$ cat src/rtl/sdram_req_arbiter.sv
// Command arbiter in front of the SDRAM controller: urgent channels win by index,
// the rest share round-robin; one command is tracked through its data phase.
module sdram_req_arbiter #(
    parameter int NCH = 4,
    parameter int AW = 23,
    parameter logic [NCH-1:0] URGENT = {{(NCH-1){1'b0}}, 1'b1},
    parameter int BEATS_SHORT = 16,
    parameter int BEATS_LONG = 128,
    parameter int TIMEOUT = 1023,
    localparam int CW = (NCH > 1) ? $clog2(NCH) : 1
) (
    input  logic              clk,
    input  logic              rst,
    input  logic [NCH-1:0]    req,
    input  logic [2*NCH-1:0]  req_cmd,
    input  logic [AW*NCH-1:0] req_addr,
    output logic [NCH-1:0]    gnt,
    output logic [1:0]        sys_CMD,
    output logic [AW-1:0]     sys_ADDR,
    input  logic [1:0]        sys_cmd_ack,
    input  logic              sys_rd_data_valid,
    input  logic              sys_wr_data_valid,
    output logic [NCH-1:0]    rd_valid,
    output logic [NCH-1:0]    wr_valid,
    output logic [CW-1:0]     owner,
    output logic              busy,
    output logic              err
);

    localparam int BW = $clog2(BEATS_LONG + 1);
    localparam int WW = $clog2(TIMEOUT + 1);
    localparam logic [NCH-1:0] ONE = {{(NCH-1){1'b0}}, 1'b1};

    typedef enum logic [1:0] {IDLE = 2'b00, ISSUE = 2'b01, DATA = 2'b10} state_t;

    state_t          state_q;
    logic [CW-1:0]   ch_q;
    logic [CW-1:0]   rr_q;
    logic [CW-1:0]   owner_q;
    logic [1:0]      cmd_q;
    logic [1:0]      sys_cmd_q;
    logic [AW-1:0]   sys_addr_q;
    logic [NCH-1:0]  gnt_q;
    logic [BW-1:0]   beats_q;
    logic [WW-1:0]   wd_q;
    logic            busy_q;
    logic            err_q;

    logic [NCH-1:0]  elig_s;
    logic [CW-1:0]   urg_sel_s;
    logic [CW-1:0]   rr_sel_s;
    logic [CW-1:0]   sel_s;
    logic            urg_any_s;
    logic            rr_any_s;
    logic            any_s;
    logic [1:0]      sel_cmd_s;
    logic [AW-1:0]   sel_addr_s;

    logic            is_rd_s;
    logic            in_data_s;
    logic            rd_hit_s;
    logic            wr_hit_s;
    logic            beat_s;
    logic            last_beat_s;
    logic            bad_strobe_s;
    logic            wd_exp_s;
    logic [NCH-1:0]  owner_oh_s;

    // Eligibility, lowest urgent index first, else first non-urgent after rr_q
    always_comb begin
        logic [CW-1:0] idx;
        elig_s     = {NCH{1'b0}};
        urg_sel_s  = {CW{1'b0}};
        urg_any_s  = 1'b0;
        rr_sel_s   = {CW{1'b0}};
        rr_any_s   = 1'b0;
        idx        = {CW{1'b0}};
        sel_cmd_s  = 2'b00;
        sel_addr_s = {AW{1'b0}};
        for (int i = 0; i < NCH; i++) begin
            elig_s[i] = req[i] & (req_cmd[2*i +: 2] != 2'b00);
        end
        for (int i = NCH - 1; i >= 0; i--) begin
            urg_sel_s = (elig_s[i] & URGENT[i]) ? CW'(i) : urg_sel_s;
            urg_any_s = urg_any_s | (elig_s[i] & URGENT[i]);
        end
        // Descending walk so the closest channel after rr_q is the last to overwrite
        for (int k = NCH; k >= 1; k--) begin
            idx      = CW'((int'(rr_q) + k) % NCH);
            rr_sel_s = (elig_s[idx] & ~URGENT[idx]) ? idx : rr_sel_s;
            rr_any_s = rr_any_s | (elig_s[idx] & ~URGENT[idx]);
        end
        any_s = urg_any_s | rr_any_s;
        sel_s = urg_any_s ? urg_sel_s : rr_sel_s;
        for (int i = 0; i < NCH; i++) begin
            sel_cmd_s  = (sel_s == CW'(i)) ? req_cmd[2*i +: 2]    : sel_cmd_s;
            sel_addr_s = (sel_s == CW'(i)) ? req_addr[AW*i +: AW] : sel_addr_s;
        end
    end

    // Data-phase strobe routing and error/watchdog qualifiers
    always_comb begin
        is_rd_s      = cmd_q[1];
        in_data_s    = (state_q == DATA);
        rd_hit_s     = in_data_s & is_rd_s & sys_rd_data_valid;
        wr_hit_s     = in_data_s & ~is_rd_s & sys_wr_data_valid;
        beat_s       = rd_hit_s | wr_hit_s;
        last_beat_s  = beat_s & (beats_q == BW'(1));
        bad_strobe_s = in_data_s ? (is_rd_s ? sys_wr_data_valid : sys_rd_data_valid)
                                 : (sys_rd_data_valid | sys_wr_data_valid);
        wd_exp_s     = (wd_q == WW'(TIMEOUT - 1));
        owner_oh_s   = ONE << owner_q;
        rd_valid     = rd_hit_s ? owner_oh_s : {NCH{1'b0}};
        wr_valid     = wr_hit_s ? owner_oh_s : {NCH{1'b0}};
    end

    // Arbitration FSM with registered controller-side outputs
    always_ff @(posedge clk or posedge rst) begin
        if (rst) begin
            state_q    <= IDLE;
            ch_q       <= {CW{1'b0}};
            rr_q       <= CW'(NCH - 1);
            owner_q    <= {CW{1'b0}};
            cmd_q      <= 2'b00;
            sys_cmd_q  <= 2'b00;
            sys_addr_q <= {AW{1'b0}};
            gnt_q      <= {NCH{1'b0}};
            beats_q    <= {BW{1'b0}};
            wd_q       <= {WW{1'b0}};
            busy_q     <= 1'b0;
            err_q      <= 1'b0;
        end else begin
            gnt_q <= {NCH{1'b0}};
            err_q <= err_q | bad_strobe_s;
            case (state_q)
                IDLE: begin
                    wd_q <= {WW{1'b0}};
                    if (any_s) begin
                        state_q    <= ISSUE;
                        ch_q       <= sel_s;
                        cmd_q      <= sel_cmd_s;
                        sys_cmd_q  <= sel_cmd_s;
                        sys_addr_q <= sel_addr_s;
                        busy_q     <= 1'b1;
                    end else begin
                        sys_cmd_q <= 2'b00;
                        busy_q    <= 1'b0;
                    end
                end
                ISSUE: begin
                    if (sys_cmd_ack != 2'b00) begin
                        state_q   <= DATA;
                        gnt_q     <= ONE << ch_q;
                        owner_q   <= ch_q;
                        beats_q   <= (cmd_q == 2'b10) ? BW'(BEATS_SHORT) : BW'(BEATS_LONG);
                        rr_q      <= URGENT[ch_q] ? rr_q : ch_q;
                        sys_cmd_q <= 2'b00;
                        wd_q      <= {WW{1'b0}};
                    end else if (wd_exp_s) begin
                        state_q   <= IDLE;
                        err_q     <= 1'b1;
                        sys_cmd_q <= 2'b00;
                        busy_q    <= 1'b0;
                        wd_q      <= {WW{1'b0}};
                    end else begin
                        wd_q <= wd_q + WW'(1);
                    end
                end
                DATA: begin
                    if (last_beat_s) begin
                        state_q <= IDLE;
                        beats_q <= beats_q - BW'(1);
                        busy_q  <= 1'b0;
                        wd_q    <= {WW{1'b0}};
                    end else if (wd_exp_s) begin
                        state_q <= IDLE;
                        err_q   <= 1'b1;
                        busy_q  <= 1'b0;
                        wd_q    <= {WW{1'b0}};
                    end else begin
                        wd_q    <= wd_q + WW'(1);
                        beats_q <= beat_s ? (beats_q - BW'(1)) : beats_q;
                    end
                end
                default: begin
                    state_q   <= IDLE;
                    sys_cmd_q <= 2'b00;
                    busy_q    <= 1'b0;
                    wd_q      <= {WW{1'b0}};
                end
            endcase
        end
    end

    assign gnt      = gnt_q;
    assign sys_CMD  = sys_cmd_q;
    assign sys_ADDR = sys_addr_q;
    assign owner    = owner_q;
    assign busy     = busy_q;
    assign err      = err_q;

endmodule

$ cat config.mk
export PLATFORM = sky130hd
export DESIGN_NAME = sdram_req_arbiter
export DESIGN_NICKNAME = d
export VERILOG_FILES = /design/src/rtl/sdram_req_arbiter.sv
export SDC_FILE = /design/constraint.sdc
export NUM_CORES = 1
export LEC_CHECK = 0
export BUFFER_PORTS_ARGS = -buffer_cell sky130_fd_sc_hd__buf_4
export CAP_MARGIN = 20
export CORE_UTILIZATION = 53
export CTS_CLUSTER_DIAMETER = 120
export CTS_CLUSTER_SIZE = 16
export DETAILED_ROUTE_END_ITERATION = 10
export PLACE_DENSITY = 0.87
export SETUP_SLACK_MARGIN = 0.2
export SKIP_CTS_REPAIR_TIMING = 1
export SLEW_MARGIN = 5
export SYNTH_ARGS = -nofsm -noshare
export SYNTH_HDL_FRONTEND = slang
export SYNTH_SLANG_ARGS = --single-unit
$ cat constraint.sdc
create_clock -name clk -period 7.86 [get_ports clk]
set_input_delay 0.786 -clock clk [delete_from_list [all_inputs] [get_ports clk]]
set_output_delay 0.786 -clock clk [all_outputs]
set_load 0.01 [all_outputs]
==> results.ini, run 1 <==
[run_status]
status=finished clean

[min_path]
hold_path.class=reg2reg

[clock_network]
cts.clk_slew.worst_paths_ns=0.08
cts_max_level=3
clock_latency_ns=0.35
cts_tree=done
cts_buffers=9
cts-root-buf=clkbuf_8
clock-sinks=59
clockBufferDepth=2

[placement]
gp_congestion=1.02
place_ws_ns=4.10
numPortBuffers=150
place_inst=621
dp_hpwl_mm=7.96

[critical_path]
critPathCaptureType=flop
critical-path-top-delay-family=compound AO/OA/AOI/OAI gates
crit_path_max_incr_delay_ns=0.68
required_ns=8.05
critPathSlowestCell=dfstp_2
crit_type=reg2reg
cp-start-kind=flop
worstPathMaxFanout=18
reg2reg_slack_ns=4.00
worst-path-buf-inv=2
cp_cell_sequence=inv_2, ha_1, nor3b_1, a32oi_1, o2111ai_1, a311o_1, a21boi_4, buf_4, mux2i_1, o221ai_1
critPathArrivalTime_ns=4.04

[timing]
setup_ws_ns=4.00
finalMaxSlewViolations=0
hold_viol_final=0
tns_ns=0
rsz0062_at_grt=false
finClkSkew_ns=0.0136
fin_crit_sh=0.491
maxSlewHeadroom=0.398
max_freq_ghz=0.259
tightest_slew_ns=0.896
setup_viol_count_final=0
min_period_ns=3.86

[synthesis]
synth_warnings=0
synth_edf_count=0
yosysUniqueCellTypes=50
yosysTopAreaCell=dfrtp_1
ys_seq_area_frac=0.399
synth_seq_cells=59
synth.cell_area_um2=3700
syn_area_per_cell_um2=9.12
synth_flop_cell=dfrtp_1
syn_nets=528
synth.area.top_cells=dfrtp_1, mux2i_1, nand2_1
synth_top_area_frac=0.385
synthCells=406
async_flop_share=1.00

[route]
drt_iter0_drc=173
drc=0
avgRoutedWirePerCell_um=16.7
vias=3710
dr.pass1.iters=4
wl_mm=10.6
avgViaCountPerCell=5.83
ant_nets=0

[power_and_ir_drop]
cellPowerDensity_nw_per_um2=398
ir_worst_vdd_v=0.000221
finalPower_uw=2020
power_leakage_uw=0.00246

[finish]
drive_above_1_share=0.326
n_antenna_cell=0
layout.nets=674
fin_cells=636
area_growth_pct=37.2
fin_util=0.752
fill_cells=475

[die]
initial_core_util=0.548
die_area_um2=7320
core_um2=6760
die_y_um=85.6
io_pins=151
dieWidth_um=85.6
num_rows=30

[global_route]
antenna_found_initial=0
grt_use_met3=0.0703
grt-busiest-layer=met2
grt_first_pass_wirelength_mm=16.9
grt_usage=0.292
grt_max_degree=60
use_met1=0.363
grt_pass1_vias=3571
grt-ovfl-total=0
met2_usage=0.497

[job]
drv_cap=0

cell type report:
type                       instances  area, µm²  area share
inverter                          15       56.3      0.0111
clock buffer                      12        165      0.0325
tap                               80        100      0.0197
timing repair buffer             153       1150       0.226
sequential                        59       1480       0.291
multi-input combinational        314       2090       0.410
clock inverter                     3       46.3     0.00911
metal layers:
metal / routed length, µm / part of all wire
met5: 0 / 0
met1: 4240 / 0.40
met4: 259 / 0.024
met3: 729 / 0.069
met2: 5390 / 0.51
sequential cells by signal, summed over array words and instances (netlist names):
name and flops:
beats_q 8, busy 1, ch_q 2, cmd_q 2, err 1, gnt 4
owner 2, rr_q 2, state_q 2, sys_ADDR 23, sys_CMD 2, wd_q 10
metrics by stage:
stage,cell area (µm²),hold WS [ns]
floorplan,3700,0.455
detailed placement,4870,0.476
global route,5080,0.520
CTS,5080,0.489
global placement,4870,0.469
finish,5080,0.495
path summary, 6_finish.rpt:
path	startpoint	end	depth (start not counted)
max in group asynchronous	rst	beats_q[3]	3
setup / recovery	rr_q[0]	sys_ADDR[8]	10
setup reg to reg	rr_q[0]	sys_ADDR[8]	10
min in group asynchronous	rst	wd_q[4]	3
hold / removal	sys_ADDR[15]	sys_ADDR[15]	2
hold reg to reg	sys_ADDR[15]	sys_ADDR[15]	2
kinds of logic (layout without fill, tap and decap cells):
family	after synthesis	in the layout	synth area share
adder cells (fa/ha/maj)	12	12	0.0406
buffers and inverters	33	183	0.0422
XOR/XNOR	8	8	0.0189
multiplexers	49	49	0.135
AND/OR/NAND/NOR	154	154	0.180
flip-flops	59	59	0.399
AO/OA/AOI/OAI	91	91	0.185
layout by cell type (no fill, tap or decap), drive strengths merged, types with 2 or more instances in the layout:
| master | n |
|---|---|
| xor2 | 4 |
| dfstp | 2 |
| nor3 | 7 |
| nor2b | 2 |
| a22o | 2 |
| dfrtp | 57 |
| a2bb2oi | 2 |
| mux2i | 46 |
| a2111oi | 6 |
| nand3 | 11 |
| ha | 12 |
| o211ai | 3 |
| inv | 15 |
| mux2 | 3 |
| nand2b | 5 |
| o31ai | 4 |
| o2111ai | 2 |
| and3 | 4 |
| a32oi | 2 |
| clkbuf | 12 |
| a211oi | 6 |
| nand2 | 64 |
| o21ai | 19 |
| o221ai | 20 |
| xnor2 | 4 |
| a31oi | 2 |
| nor3b | 3 |
| nor4 | 4 |
| and2 | 4 |
| a21oi | 9 |
| o21a | 3 |
| buf | 153 |
| nor2 | 49 |
| o41ai | 3 |
worst min-delay path: stages (launching register included):
cell      delay, ns
dfrtp_1        0.35
nand2_1        0.05
o221ai_1       0.06
Yosys cell counts, types with 2 or more instances:
cell       instances
buf_2              5
o21a_1             3
o221ai_1          20
nor3b_1            3
nor3_1             7
a31oi_1            2
nor2_1            49
nor4_1             4
o31ai_1            4
xnor2_1            4
ha_1              12
o2111ai_1          2
a2111oi_0          6
nand2b_1           5
dfstp_2            2
and2_1             4
o41ai_1            2
buf_4              7
mux2_2             2
xor2_1             4
inv_1             14
mux2i_1           46
nand3_1           11
a21oi_1            9
nor2b_1            2
dfrtp_1           57
o211ai_1           3
a211oi_1           6
and3_1             4
a2bb2oi_1          2
o21ai_0           18
nand2_1           63
a32oi_1            2
a22o_1             2
clkbuf_1           5
power breakdown:
part	internal, µW	total, µW	switching (µW)
Clock	171	298	127
Sequential	426	521	95.4
Combinational	516	1200	687
Total	1110	2020	909
No activity file was read; power rests on OpenSTA's default activity.
==> run 2, diff against run 1 <==
--- a/config.mk
+++ b/config.mk
@@ -5,13 +5,14 @@
 export SDC_FILE = /design/constraint.sdc
 export NUM_CORES = 1
 export LEC_CHECK = 0
+export ABC_AREA = 1
 export BUFFER_PORTS_ARGS = -buffer_cell sky130_fd_sc_hd__buf_4
 export CAP_MARGIN = 20
-export CORE_UTILIZATION = 53
+export CORE_UTILIZATION = 49
 export CTS_CLUSTER_DIAMETER = 120
 export CTS_CLUSTER_SIZE = 16
 export DETAILED_ROUTE_END_ITERATION = 10
-export PLACE_DENSITY = 0.87
+export PLACE_DENSITY = 0.81
 export SETUP_SLACK_MARGIN = 0.2
 export SKIP_CTS_REPAIR_TIMING = 1
 export SLEW_MARGIN = 5
==> constraint.sdc (replaced) <==
create_clock -name clk -period 3.6 [get_ports clk]
set_input_delay 0.36 -clock clk [delete_from_list [all_inputs] [get_ports clk]]
set_output_delay 0.36 -clock clk [all_outputs]
set_load 0.01 [all_outputs]
==> run 2 against run 1 <==
Effect of this change:
- die area increased by 11%
- non-clock buffer count grew 1
- worst setup slack worse by 3.4 ns
- register-to-register slack worse by 3.4 ns
- core utilization shrank 4.2 points
- highest routed layer unchanged
==> results.ini, run 2 <==
[die]
dieWidth_um=90.2  ; was 85.6 µm
core_um2=7370  ; was 6760 µm²
die_area_um2=8140  ; was 7320 µm²
num_rows=31  ; was 30
io_pins=151  ; unchanged
die_y_um=90.2  ; was 85.6 µm
initial_core_util=0.518  ; was 0.548

[synthesis]
async_flop_share=1.00  ; unchanged
synth_seq_cells=59  ; unchanged
synth_warnings=0  ; unchanged
syn_area_per_cell_um2=6.97  ; was 9.12 µm²
synth.cell_area_um2=3810  ; was 3700 µm²
ys_seq_area_frac=0.388  ; was 0.399
synth.area.top_cells=dfrtp_1, nand2_1, nand3_1  ; was dfrtp_1, mux2i_1, nand2_1
synth.most_common_cell=nand2_1  ; unchanged
yosysUniqueCellTypes=36  ; was 50
synth_edf_count=0  ; unchanged
synth_flop_cell=dfrtp_1  ; unchanged
syn_nets=669  ; was 528
synth_top_area_frac=0.374  ; was 0.385
synthCells=547  ; was 406
ys_top_cells_by_count=nand2_1, nor2_1, dfrtp_1  ; was nand2_1, dfrtp_1, nor2_1
yosysTopAreaCell=dfrtp_1  ; unchanged

[clock_network]
clock_latency_ns=0.35  ; about the same
cts_buffers=9  ; unchanged
cts_tree=done  ; unchanged
cts.clk_slew.worst_paths_ns=0.08  ; about the same
cts_max_level=3  ; unchanged
clock-sinks=59  ; unchanged
clockBufferDepth=2  ; unchanged
cts-root-buf=clkbuf_8  ; unchanged

[power_and_ir_drop]
cellPowerDensity_nw_per_um2=951  ; was 398 nW/µm²
power.internal_uw=2540  ; was 1110 µW
clkPwrFrac=0.140  ; was 0.148
p_switching_uw=2440  ; was 909 µW
ir_worst_vdd_v=0.000537  ; was 0.000221 V
pwr-share-seq=0.230  ; was 0.258
power_leakage_uw=0.00280  ; was 0.00246 µW
finalPower_uw=4980  ; was 2020 µW
sw_frac_of_total=0.490  ; was 0.450
p_comb_frac=0.630  ; was 0.595

[route]
vias=4059  ; was 3710
avgRoutedWirePerCell_um=13.2  ; was 16.7 µm
drc=0  ; unchanged
drt_iter0_drc=177  ; was 173
avgViaCountPerCell=5.07  ; was 5.83
ant_nets=0  ; unchanged
dr.pass1.iters=5  ; was 4
wl_mm=10.5  ; was 10.6 mm

[placement]
dp_hpwl_mm=8.29  ; was 7.96 mm
numPortBuffers=150  ; unchanged
gp_congestion=0.956  ; was 1.02
placed_area_um2=5010  ; was 4870 µm²

[critical_path]
cp-startpoint=rr_q[0]  ; unchanged
required_ns=3.88  ; was 8.05 ns
cp_cell_sequence=inv_2, ha_1, inv_1, nand3_1, nand3b_2, nand2_1, nor2_1, nand2_1, nand2_4, inv_4, nor2_2, buf_4, nand2_1, nand3_1, nor2_1, nor2_1  ; was inv_2, ha_1, nor3b_1, a32oi_1, o2111ai_1, a311o_1, a21boi_4, buf_4, mux2i_1, o221ai_1
cp-start-kind=flop  ; unchanged
worstPathMaxFanout=26  ; was 18
crit_path_max_incr_delay_ns=0.61  ; was 0.68 ns
critPathSlowestCell=dfstp_2  ; unchanged
critPathCaptureType=flop  ; unchanged
crit_type=reg2reg  ; unchanged
r2r-start=rr_q[0]  ; unchanged
critPathArrivalTime_ns=3.29  ; was 4.04 ns

[finish]
n_antenna_cell=0  ; unchanged
layout.nets=819  ; was 674
fin_area_um2=5230  ; was 5080 µm²
drive_above_1_share=0.286  ; was 0.326
final_cell_mix=nand2_1, buf_4, nor2_1  ; was buf_4, nand2_1, dfrtp_1
area_growth_pct=37.2  ; about the same
mostFrequentLayoutCell=nand2_1  ; was buf_4
largest_register_ffs=23  ; unchanged

[timing]
tns_ns=0  ; unchanged
hold_viol_final=0  ; unchanged
rsz0062_at_grt=false  ; unchanged
min_period_ns=3.01  ; was 3.86 ns
finalMaxSlewViolations=0  ; unchanged
setup_viol_count_final=0  ; unchanged
max_freq_ghz=0.332  ; was 0.259 GHz
fin_crit_sh=0.836  ; was 0.491
maxSlewHeadroom=0.426  ; was 0.398
finClkSkew_ns=0.0120  ; was 0.0136 ns
tightest_slew_ns=0.860  ; was 0.896 ns

[job]
drv_cap=0  ; unchanged

[global_route]
antenna_found_initial=0  ; unchanged
grt_pass1_vias=3910  ; was 3571
grt_first_pass_wirelength_mm=17.7  ; was 16.9 mm
grt-ovfl-total=0  ; unchanged
grt_usage=0.274  ; was 0.292
grt_max_degree=46  ; was 60

[run_status]
status=finished clean  ; unchanged

[min_path]
hold_path.class=in2async  ; was reg2reg

-- run 2: path summary, 6_finish.rpt --
check / endpoint / slack [ns] / cells past startpoint
worst max-delay path: sys_ADDR[2] / 0.59 / 16
worst min-delay path: wd_q[5] / 0.19 / 2
worst max register to register: sys_ADDR[2] / 0.59 / 16
worst min register to register: sys_ADDR[16] / 0.48 / 2
max in group asynchronous: sys_ADDR[5] / 2.62 / 3
min in group clk: sys_ADDR[12] / 0.31 / 5
-- run 2: kinds of logic after synthesis --
family                   count (synthesis)  share of synthesized area
adder cells (fa/ha/maj)                 12                     0.0394
AND/OR/NAND/NOR                        348                      0.399
AO/OA/AOI/OAI                           55                     0.0790
buffers and inverters                   65                     0.0761
XOR/XNOR                                 8                     0.0184
flip-flops                              59                      0.388
-- run 2: power by group through the flow --
| stage | clock network, µW | registers (µW) | logic, µW |
|---|---|---|---|
| finish | 695 | 1150 | 3140 |
| floorplan | 0 | 1190 | 2290 |
| detailed placement | 0 | 1150 | 3130 |
| global route | 737 | 1180 | 3580 |
| CTS | 702 | 1140 | 3140 |
| global placement | 0 | 1140 | 3040 |
-- run 2: layer usage --
| metal | vias to the layer above | part of all wire | global-route usage |
|---|---|---|---|
| met5 | - | 0 | 0 |
| met4 | 0 | 0.029 | 0.122 |
| met3 | 26 | 0.067 | 0.0719 |
| met2 | 148 | 0.50 | 0.466 |
| met1 | 1824 | 0.41 | 0.322 |
| li1 | 2061 | - | - |
-- run 2: per-stage QoR --
| step | cells | utilization | setup WS (ns) | hold slack (ns) |
|---|---|---|---|---|
| 3_5_place_dp | 785 | 0.679 | 0.673 | 0.466 |
| 2_1_floorplan | 547 | - | 1.24 | 0.444 |
| 6_report | 801 | 0.710 | 0.592 | 0.186 |
| 5_1_grt | 801 | 0.710 | 0.268 | 0.271 |
| 3_3_place_gp | 785 | 0.679 | 0.771 | 0.466 |
| 4_1_cts | 801 | 0.710 | 0.624 | 0.224 |
-- run 2: cell type report --
class | instances | area, µm²
clock buffers | 11 | 141
clock inverters | 5 | 85.1
fillers | 613 | 2140
inverters | 50 | 190
multi-input cells | 423 | 2050
flip-flops and latches | 59 | 1480
well taps | 99 | 124
repair buffers | 154 | 1170
-- run 2: worst max-delay path: cells and delay by family, from the launching register on --
family,cells,cell delay [ns]
flip-flops,1,0.61
AND/OR/NAND/NOR,11,1.35
adder cells (fa/ha/maj),1,0.36
buffers and inverters,4,0.60
==> run 3, diff against run 2 <==
==> constraint.sdc (replaced) <==
create_clock -name clk -period 2.9 [get_ports clk]
set_input_delay 0.29 -clock clk [delete_from_list [all_inputs] [get_ports clk]]
set_output_delay 0.29 -clock clk [all_outputs]
set_load 0.01 [all_outputs]
==> run 3 against run 2 <==
Effect of this change:
- sequential cell count unchanged
- core utilization rose by 0.90 points
- cell area grew 1.3%
- non-clock buffer count increased by 8
- power grew 27%
- clock power grew 12%
- highest routed layer unchanged
- critical path type unchanged
- via count increased by 1.9%
- final cell count is 1.0% higher
- hold slack lost 0.094 ns
- wire length grew 5.8%
==> results.ini, run 3 (synthesis gave the netlist of run 2 again) <==
[finish]
mostFrequentLayoutCell=nand2_1  ; unchanged
fin_area_um2=5300  ; was 5230 µm²
seq_area_um2=1480  ; unchanged
area_growth_pct=38.9  ; was 37.2%
layout.nets=827  ; was 819
drive_above_1_share=0.299  ; was 0.286
n_antenna_cell=0  ; unchanged
largest_register_ffs=23  ; unchanged
fill_cells=611  ; was 613
multi_input_area_um2=2070  ; was 2050 µm²
final_cell_mix=nand2_1, buf_4, nor2_1  ; unchanged

[min_path]
hold_path.class=in2async  ; unchanged

[placement]
dp_hpwl_mm=8.72  ; was 8.29 mm
place_ws_ns=0.117  ; was 0.673 ns
placed_area_um2=5050  ; was 5010 µm²
numPortBuffers=150  ; unchanged
gp_congestion=0.910  ; was 0.956

[die]
die_area_um2=8140  ; unchanged
num_rows=31  ; unchanged
io_pins=151  ; unchanged
die_y_um=90.2  ; unchanged
initial_core_util=0.518  ; unchanged
core_um2=7370  ; unchanged
dieWidth_um=90.2  ; unchanged

[critical_path]
worstPathMaxFanout=7  ; was 26
critPathCaptureType=flop  ; unchanged
critPathArrivalTime_ns=2.73  ; was 3.29 ns
cp-start-kind=flop  ; unchanged
crit_type=reg2reg  ; unchanged
required_ns=3.16  ; was 3.88 ns

[clock_network]
cts_tree=done  ; unchanged
clock_latency_ns=0.35  ; about the same
clock-sinks=59  ; unchanged
clockBufferDepth=2  ; unchanged
cts.clk_slew.worst_paths_ns=0.08  ; about the same
cts_max_level=3  ; unchanged
cts_buffers=9  ; unchanged
cts-root-buf=clkbuf_8  ; unchanged

[route]
vias=4138  ; was 4059
drc=0  ; unchanged
avgViaCountPerCell=5.11  ; was 5.07
ant_nets=0  ; unchanged
wl_mm=11.2  ; was 10.5 mm
avgRoutedWirePerCell_um=13.8  ; was 13.2 µm
dr.pass1.iters=5  ; unchanged
drt_iter0_drc=152  ; was 177

[global_route]
grt_max_degree=46  ; unchanged
antenna_found_initial=0  ; unchanged
grt-ovfl-total=0  ; unchanged
grt_usage=0.284  ; was 0.274
grt_pass1_vias=3930  ; was 3910
grt_first_pass_wirelength_mm=18.4  ; was 17.7 mm

[timing]
finalMaxSlewViolations=0  ; unchanged
fin_crit_sh=0.852  ; was 0.836
setup_ws_ns=0.430  ; was 0.592 ns
max_freq_ghz=0.405  ; was 0.332 GHz
min_period_ns=2.47  ; was 3.01 ns
tns_ns=0  ; unchanged
finClkSkew_ns=0.00861  ; was 0.0120 ns
maxSlewHeadroom=0.469  ; was 0.426
rsz0062_at_grt=false  ; unchanged
setup_viol_count_final=0  ; unchanged
tightest_slew_ns=0.796  ; was 0.860 ns
hold_viol_final=0  ; unchanged
timing.hold.ws_ns=0.0920  ; was 0.186 ns

[run_status]
status=finished clean  ; unchanged

[power_and_ir_drop]
power_leakage_uw=0.00283  ; was 0.00280 µW
cellPowerDensity_nw_per_um2=1200  ; was 951 nW/µm²
ir_worst_vdd_v=0.000575  ; was 0.000537 V

[job]
drv_cap=0  ; unchanged

run 3: layout make-up:
class | instances | area share
tap | 99 | 0.0234
clock inverter | 7 | 0.0144
clock buffer | 9 | 0.0234
multi-input combinational | 423 | 0.391
timing repair buffer | 162 | 0.232
sequential | 59 | 0.279
inverter | 50 | 0.0368
run 3: final timing paths:
path | from | endpoint | slack (ns) | cells after the start
setup / recovery | state_q[0] | beats_q[5] | 0.43 | 11
hold / removal | rst | sys_ADDR[18] | 0.09 | 2
setup reg to reg | state_q[0] | beats_q[5] | 0.43 | 11
hold reg to reg | sys_ADDR[13] | sys_ADDR[13] | 0.49 | 2
max in group asynchronous | rst | owner[1] | 2.13 | 3
min in group clk | req_addr[36] | sys_ADDR[13] | 0.24 | 5
run 3: critical path: stages, from the launching register on:
cell and delay (ns):
dfrtp_1 0.40, inv_1 0.11, ha_1 0.29, nand3_1 0.26, a211oi_2 0.30, nor2_1 0.08
nand2_1 0.06, nand2_1 0.11, inv_1 0.21, nand2_1 0.15, o21ai_0 0.21, nor3b_1 0.20
run 3: where the power goes:
| group | switching, µW | internal [µW] |
|---|---|---|
| logic | 2580 | 1580 |
| clock network | 373 | 402 |
| registers | 229 | 1180 |
run 3: per-layer routing:
layer | up-vias | global-route usage | part of all wire
met1 | 1897 | 0.346 | 0.41
li1 | 2073 | - | -
met5 | - | 0 | 0
met3 | 23 | 0.0668 | 0.062
met4 | 0 | 0.120 | 0.024
met2 | 145 | 0.482 | 0.50
run 3: stage by stage:
stage                     total power [µW]  instances   util
after detailed placement              5470        791  0.686
after floorplan                       4310        547      -
after global placement                5330        791  0.686
after CTS                             6250        807  0.713
after global routing                  6950        809  0.719
final                                 6350        809  0.719
